`src/rtl/rma_pkg.sv`:
```
// Shared constants and types for the RV32I subset sequencer.
// Opcode/funct fields, ALU encodings and FSM state encoding.
package rma_pkg;

    localparam logic [6:0] OPC_OPIMM  = 7'b0010011;
    localparam logic [6:0] OPC_OP     = 7'b0110011;
    localparam logic [6:0] OPC_BRANCH = 7'b1100011;

    localparam logic [2:0] F3_ADD = 3'b000;
    localparam logic [2:0] F3_BEQ = 3'b000;
    localparam logic [2:0] F3_BNE = 3'b001;

    localparam logic [6:0] F7_ADD = 7'b0000000;

    localparam logic [2:0] ALU_ADD = 3'b000;
    localparam logic [2:0] ALU_SUB = 3'b001;

    typedef enum logic [1:0] {
        FETCH,
        DECODE,
        EXEC,
        HALT
    } seq_state_t;

    typedef enum logic [1:0] {
        OP_ADDI,
        OP_ADD,
        OP_BEQ,
        OP_BNE
    } op_t;

endpackage

```
`src/rtl/rma_imm_gen.sv`:
```
// Combinational immediate generator.
// Picks the I-type or B-type sign-extended immediate by opcode.
module rma_imm_gen
    import rma_pkg::*;
(
    input  logic [31:0] instr,
    output logic [31:0] imm
);

    logic [6:0] opc;

    assign opc = instr[6:0];

    always_comb begin
        imm = '0;
        unique case (1'b1)
            (opc == OPC_OPIMM): begin
                imm = {{20{instr[31]}}, instr[31:20]};
            end
            (opc == OPC_BRANCH): begin
                imm = {{19{instr[31]}}, instr[31], instr[7],
                       instr[30:25], instr[11:8], 1'b0};
            end
            default: imm = '0;
        endcase
    end

endmodule

```
`src/rtl/rma_sequencer.sv`:
```
// Multi-cycle fetch/decode/exec sequencer for ADDI, ADD, BEQ, BNE.
// Drives register-file/ALU controls and steers the PC on branches.
module rma_sequencer
    import rma_pkg::*;
#(
    parameter int ADDRESS_WIDTH = 5,
    parameter int DATA_WIDTH    = 32,
    parameter int PC_WIDTH      = 32,
    parameter logic [PC_WIDTH-1:0] RESET_PC = '0
) (
    input  logic                     clk,
    input  logic                     rst_n,
    output logic                     imem_req,
    output logic [PC_WIDTH-1:0]      imem_addr,
    input  logic                     imem_ack,
    input  logic [31:0]              imem_data,
    output logic [ADDRESS_WIDTH-1:0] rs1,
    output logic [ADDRESS_WIDTH-1:0] rs2,
    output logic [ADDRESS_WIDTH-1:0] rd,
    output logic                     RegWrite,
    output logic [DATA_WIDTH-1:0]    ImmOp,
    output logic                     ALUsrc,
    output logic [2:0]               ALUctrl,
    input  logic                     eq,
    output logic [PC_WIDTH-1:0]      pc,
    output logic                     halt
);

    seq_state_t state, state_nx;

    logic [31:0]         ir;
    logic [31:0]         imm32;
    logic [PC_WIDTH-1:0] pc_q;
    logic [PC_WIDTH-1:0] off_q;
    logic                req_q;
    logic                legal;
    logic                taken;
    op_t                 op_q;
    op_t                 op_dec;

    logic [6:0] opc;
    logic [2:0] f3;
    logic [6:0] f7;

    assign opc = ir[6:0];
    assign f3  = ir[14:12];
    assign f7  = ir[31:25];

    rma_imm_gen u_imm (
        .instr (ir),
        .imm   (imm32)
    );

    always_comb begin
        legal  = 1'b0;
        op_dec = OP_ADDI;
        unique case (1'b1)
            (opc == OPC_OPIMM && f3 == F3_ADD): begin
                legal  = 1'b1;
                op_dec = OP_ADDI;
            end
            (opc == OPC_OP && f3 == F3_ADD && f7 == F7_ADD): begin
                legal  = 1'b1;
                op_dec = OP_ADD;
            end
            (opc == OPC_BRANCH && f3 == F3_BEQ): begin
                legal  = 1'b1;
                op_dec = OP_BEQ;
            end
            (opc == OPC_BRANCH && f3 == F3_BNE): begin
                legal  = 1'b1;
                op_dec = OP_BNE;
            end
            default: ;
        endcase
    end

    assign taken = (op_q == OP_BEQ && eq) || (op_q == OP_BNE && !eq);

    always_ff @(posedge clk or negedge rst_n) begin
        if (!rst_n) state <= FETCH;
        else        state <= state_nx;
    end

    always_comb begin
        state_nx = state;
        case (state)
            FETCH:   if (req_q && imem_ack) state_nx = DECODE;
            DECODE:  state_nx = legal ? EXEC : HALT;
            EXEC:    state_nx = FETCH;
            HALT:    state_nx = HALT;
            default: state_nx = FETCH;
        endcase
    end

    // req is registered so it stays low while reset is held and
    // rises on the first edge after release
    always_ff @(posedge clk or negedge rst_n) begin
        if (!rst_n) begin
            ir      <= '0;
            req_q   <= 1'b0;
            pc_q    <= RESET_PC;
            off_q   <= '0;
            op_q    <= OP_ADDI;
            rs1     <= '0;
            rs2     <= '0;
            rd      <= '0;
            ImmOp   <= '0;
            ALUsrc  <= 1'b0;
            ALUctrl <= ALU_ADD;
        end else begin
            case (state)
                FETCH: begin
                    if (req_q && imem_ack) begin
                        ir    <= imem_data;
                        req_q <= 1'b0;
                    end else begin
                        req_q <= 1'b1;
                    end
                end
                DECODE: begin
                    if (legal) begin
                        op_q   <= op_dec;
                        rs1    <= ADDRESS_WIDTH'(ir[19:15]);
                        rs2    <= ADDRESS_WIDTH'(ir[24:20]);
                        rd     <= ADDRESS_WIDTH'(ir[11:7]);
                        off_q  <= PC_WIDTH'($signed(imm32));
                        ALUsrc <= (op_dec == OP_ADDI);
                        if (op_dec == OP_ADD) ImmOp <= '0;
                        else ImmOp <= DATA_WIDTH'($signed(imm32));
                        if (op_dec == OP_BEQ || op_dec == OP_BNE)
                            ALUctrl <= ALU_SUB;
                        else
                            ALUctrl <= ALU_ADD;
                    end
                end
                EXEC: begin
                    pc_q  <= taken ? pc_q + off_q : pc_q + PC_WIDTH'(4);
                    req_q <= 1'b1;
                end
                default: ;
            endcase
        end
    end

    assign RegWrite  = (state == EXEC) && (op_q == OP_ADDI || op_q == OP_ADD);
    assign halt      = (state == HALT);
    assign imem_req  = req_q;
    assign imem_addr = pc_q;
    assign pc        = pc_q;

endmodule
```
`config.mk`:
```
export PLATFORM = sky130hd
export DESIGN_NAME = rma_sequencer
export DESIGN_NICKNAME = d
export VERILOG_FILES = /design/src/rtl/rma_pkg.sv /design/src/rtl/rma_imm_gen.sv /design/src/rtl/rma_sequencer.sv
export SDC_FILE = /design/constraint.sdc
export NUM_CORES = 1
export LEC_CHECK = 0
export CAP_MARGIN = 20
export CORE_ASPECT_RATIO = 1.25
export CORE_UTILIZATION = 58
export CTS_CLUSTER_SIZE = 20
export DETAILED_ROUTE_END_ITERATION = 6
export PLACE_DENSITY = 0.87
export SLEW_MARGIN = 20
export SYNTH_ARGS = -nofsm -noshare
export SYNTH_HDL_FRONTEND = slang
export SYNTH_HIERARCHICAL = 1
export SYNTH_SLANG_ARGS = --single-unit
```
`constraint.sdc`:
```
create_clock -name clk -period 3.85 [get_ports clk]
set_input_delay 0.385 -clock clk [delete_from_list [all_inputs] [get_ports clk]]
set_output_delay 0.385 -clock clk [all_outputs]
set_load 0.01 [all_outputs]
```
Word-level counts from Yosys, hierarchy flattened
Index checks and enable logic that the tools add are counted. Widths: inputs -> output; s select.

Register bits after elaboration: 152. Latch bits: 0. Bits in writable memories: 0. Memory bits (read-only): 0. Input port bits: 36. Output and inout port bits: 118. Logic and storage cells: 61. Memories: 0.

Add/subtract/negate cells: 2. Multiply operators: 0. Div/mod/pow operators: 0. $lt $le $gt $ge: 0. Equal/unequal tests: 14. Shift-type cells: 0. Multiplexer cells: 11. Bitwise logic cells: 0. Reductions and logical operators: 22.

Operators by type and width (count): $mux 32 (2); $pmux 32 s2 (1); $add 32x3->32 const B (1); $add 32x32->32 (1); $eq 2x2->1 const B (6); $logic_and 1x1->1 (9); $pmux 2 s4 (1); $eq 7x5->1 const B (1); $eq 7x6->1 const B (1); $eq 7x7->1 const B (1); $logic_not 7->1 (1); $eq 2x1->1 const B (3); $logic_not 2->1 (3); $pmux 2 s3 (1); $mux 1 (4); $reduce_and 2->1 (2); $reduce_or 4->1 (1); $eq 3x1->1 const B (1); $logic_not 3->1 (1); $logic_or 1x1->1 (3); $mux 2 (1); $ne 2x2->1 const B (1); $pmux 1 s2 (1); $reduce_bool 2->1 (1); $logic_not 1->1 (1).

Longest topological paths before layout
Depth in word-level cells: 7. Depth in mapped cells: 11.

Hierarchy
Netlist, hierarchy kept.

By module, submodules not included: rma_sequencer (times used 1, cells each 823, area each 8157.8 um^2, sequential area each 3728.6 um^2); rma_imm_gen (times used 1, cells each 58, area each 451.7 um^2, sequential area each 0.0 um^2).

Least setup slack after synthesis
No wires, ideal clock.

Path kind: flip-flop to flip-flop. From: register pc_q[4] (netlist: imem_addr[4]). To: register pc_q[25] (netlist: imem_addr[25]). Setup time: 0.126 ns. Data arrival time: 2.536 ns. Data required time: 3.724 ns. Path slack: 1.188 ns. Stages on the path, launching flop included: 10. Buffers on the path: 0. Period minus slack after synthesis: 2.662 ns. Path through: dfrtp_1 -> ha_1 -> a2111oi_4 -> o21ai_2 -> a31o_1 -> a211oi_4 -> o31ai_1 -> a21oi_2 -> xnor2_1 -> a221o_1.

Longest elaborated chain between the ends: 2. Elaborated cells on any way between the ends: 3.

Ends and longest elaborated chain: start, declared (line rma_sequencer.sv:33) `logic [PC_WIDTH-1:0] pc_q;`; start signal, assigned (line rma_sequencer.sv:138) `pc_q <= taken ? pc_q + off_q : pc_q + PC_WIDTH'(4);`; $add 32x3->32 or $add 32x32->32 (tied branches) (line rma_sequencer.sv:138); $mux 32 (*) (line rma_sequencer.sv:138).

Every way passes the cells marked *; elsewhere a longest branch is shown, timed or not. A chain may end at the register's enable or synchronous reset.

Final worst setup path
From: register pc_q[4] (netlist: imem_addr[4]). To: register pc_q[31] (netlist: imem_addr[31]).

Same word-level chain as after synthesis.

==> results.sh <==
export IMPL_cts_hold_fix_buffers=0
export IMPL_numCtsBuffers=17
export IMPL_fin_nets=1040
export IMPL_arrival_ps=3280
export IMPL_grt_usage_pct=28.2
export IMPL_cts_clk_slew_worst_paths_ps=60
export IMPL_drt_first_pass_iters=7
export IMPL_synth_avg_cell_area_um2=9.77
export IMPL_placementRows=49
export IMPL_critPathLaunchType="register"
export IMPL_drc=24
export IMPL_maxSlewHeadroom_pct=36.2
export IMPL_critPathCaptureType="register"
export IMPL_cts_tree="built"
export IMPL_grt_setup_unrepaired="no"
export IMPL_ant_nets=0
export IMPL_ioPinCount=154
export IMPL_ctsResizeCount=0
export IMPL_synth_area_leaders="dfrtp_1 43%, mux2_1 9.8%, nand2_1 5.0%, buf_4 4.7%, ha_1 4.7%"
export IMPL_drive_gt1_share_pct=7.01
export IMPL_dieArea_um2=15300
export IMPL_tightest_slew_ps=957
export IMPL_crit_fanout=8
export IMPL_ys_types=70
export IMPL_synth_warnings=6
export IMPL_finalMaxSlewViolations=0
export IMPL_yosysMostFrequentCell="dfrtp_1"
export IMPL_timing_hold_ws_ps=78.3
export IMPL_synth_flop_cell="dfrtp_1"
export IMPL_synth_largest_area_cell="dfrtp_1"
export IMPL_power_total_w=0.00454
export IMPL_finalCritPeriodShare_pct=77.2
export IMPL_yosysTopAreaCellShare_pct=43.3
export IMPL_fill_cells=1007
export IMPL_ys_ff_latch=149
export IMPL_clock_skew_ps=8.40
export IMPL_clock_fmax_mhz=337
export IMPL_hold_path_class="in2async"
export IMPL_grt_pass1_vias=6861
export IMPL_dieWidth_um=111
export IMPL_synth_async_sr_flop_share_pct=100
export IMPL_viasPerCell=6.02
export IMPL_powerDensity_nw_per_um2=428
export IMPL_syn_cell_area_um2=8610
export IMPL_htree_levels=4
export IMPL_antenna_found_initial=0
export IMPL_synth_edf_count=0
export IMPL_avgRoutedWirePerCell_um=18.1
export IMPL_grt_max_degree=108
export IMPL_postCtsSetupBuffers=0
export IMPL_clkLatencyLatePin_ps=430
export IMPL_num_vias=6992
export IMPL_overflow=0
export IMPL_place_congestion=0.899
export IMPL_die_height_um=138
export IMPL_finalSetupViolations=0
export IMPL_synthTopCellsByCount="149 x dfrtp_1, 114 x nand2_1, 75 x mux2_1, 57 x a21oi_1, 54 x buf_4"
export IMPL_cts_root_buf="clkbuf_16"
export IMPL_ir_worst_vdd_v=0.000339
export IMPL_portBuffers=151
export IMPL_antenna_cells=0
export IMPL_routed_wl_um=21000
export IMPL_grt_pass1_wl_um=34400
export IMPL_cts_sinks=149
export IMPL_yosysSeqAreaShare_pct=43.3
export IMPL_crit_required_ps=4160
export IMPL_violations="design-rule violations"
export IMPL_outcome="complete, but fails checks"
export IMPL_syn_inst=881
export IMPL_cts_path_max_buffers=2
export IMPL_total_leakage_power_nw=4.62
export IMPL_cap_violations=0
export IMPL_start_util_pct=59.5
export IMPL_dp_hpwl_um=14500
export IMPL_initialDrtViolationCount=476
export IMPL_tns_ps=0
export IMPL_hold_violations=0
export IMPL_post_route_min_period_ps=2970
export IMPL_path_class="reg2reg"
export IMPL_core_area_um2=14500
export IMPL_area_delta_synth_final_pct=23.2
[state kept, by name, summed over array words and instances, names as in the netlist]
| signal | count |
|---|---|
| ir | 32 |
| rd | 5 |
| off_q | 32 |
| rs2 | 5 |
| op_q | 2 |
| state | 2 |
| rs1 | 5 |
| ALUsrc | 1 |
| imem_addr | 32 |
| ImmOp | 32 |
| imem_req | 1 |
[cell type report]
class / count / area [um^2] / area share, %
clock buffer: 19 / 453 / 4.27
clock inverter: 13 / 240 / 2.26
inverter: 20 / 75.1 / 0.708
multi-input combinational: 618 / 4260 / 40.1
sequential: 149 / 3730 / 35.2
tap: 178 / 223 / 2.10
timing repair buffer: 165 / 1630 / 15.4
[critical path: stages, from the launching register on]
cell and delay [ps]:
dfrtp_1 460, ha_1 430, a2111oi_4 470, o21ai_2 160, a31o_1 280, a211oi_4 360, o21ai_1 200, a31oi_1 230
o211ai_2 110, xor2_1 150
[stage by stage]
step                instance area, um^2  utilization (%)  setup WS [ps]  std cells
floorplan                          8610                -           1190        882
global placement                   9910             68.5           1010       1130
detailed placement                 9910             68.5            984       1130
CTS                               10600             73.3            944       1162
global route                      10600             73.3            725       1162
finish                            10600             73.3            878       1162
[final timing paths]
check	end	cells after the start	startpoint	slack, ps
max in group asynchronous	ImmOp[30]$_DFFE_PN0P_	2	rst_n	2980
min	ir[3]$_DFFE_PN0P_	1	rst_n	80
min in group clk	rs1[3]$_DFFE_PN0P_	1	ir[18]$_DFFE_PN0P_	480
max	imem_addr[31]$_DFFE_PN0P_	9	imem_addr[4]$_DFFE_PN0P_	880
max reg2reg	imem_addr[31]$_DFFE_PN0P_	9	imem_addr[4]$_DFFE_PN0P_	880
min reg2reg	rs1[3]$_DFFE_PN0P_	1	ir[18]$_DFFE_PN0P_	480
[kinds of logic (layout without fill, tap and decap cells)]
| logic type | after synthesis | in the layout | share of synthesized area, % |
|---|---|---|---|
| xor+xnor | 26 | 26 | 2.64 |
| compound gates | 221 | 221 | 16.7 |
| simple gates | 255 | 255 | 14.3 |
| other cells | 1 | 2 | 0.0436 |
| flops | 149 | 149 | 43.3 |
| buf+inv | 115 | 217 | 7.57 |
| fa+ha+maj | 33 | 33 | 4.88 |
| mux | 81 | 81 | 10.6 |
[where the power goes]
group          internal (W)  switching (W)
clock network       0.00126       0.000682
registers           0.00173       0.000189
logic              0.000347       0.000332
[cells in the final DEF, fill, tap and decap left out, types with 14 or more instances in the layout]
cell type and n:
clkdlybuf4s50_1 150, dfrtp_1 149, nand2_1 114, mux2_1 75, a21oi_1 57, o21ai_1 47
nor2_1 43, ha_1 32, nand3_1 23, inv_1 20, o21ai_0 20, clkbuf_16 17
nor3_1 14
[metal layers]
metal	vias up	GRT usage [%]	part of all wire (%)
met1	3350	34.0	40
met2	295	47.3	49
met3	56	7.37	7.6
met5	-	0	0
met4	0	13.2	3.4
li1	3291	-	-
Note: power is estimated with default switching activity, not from simulation.
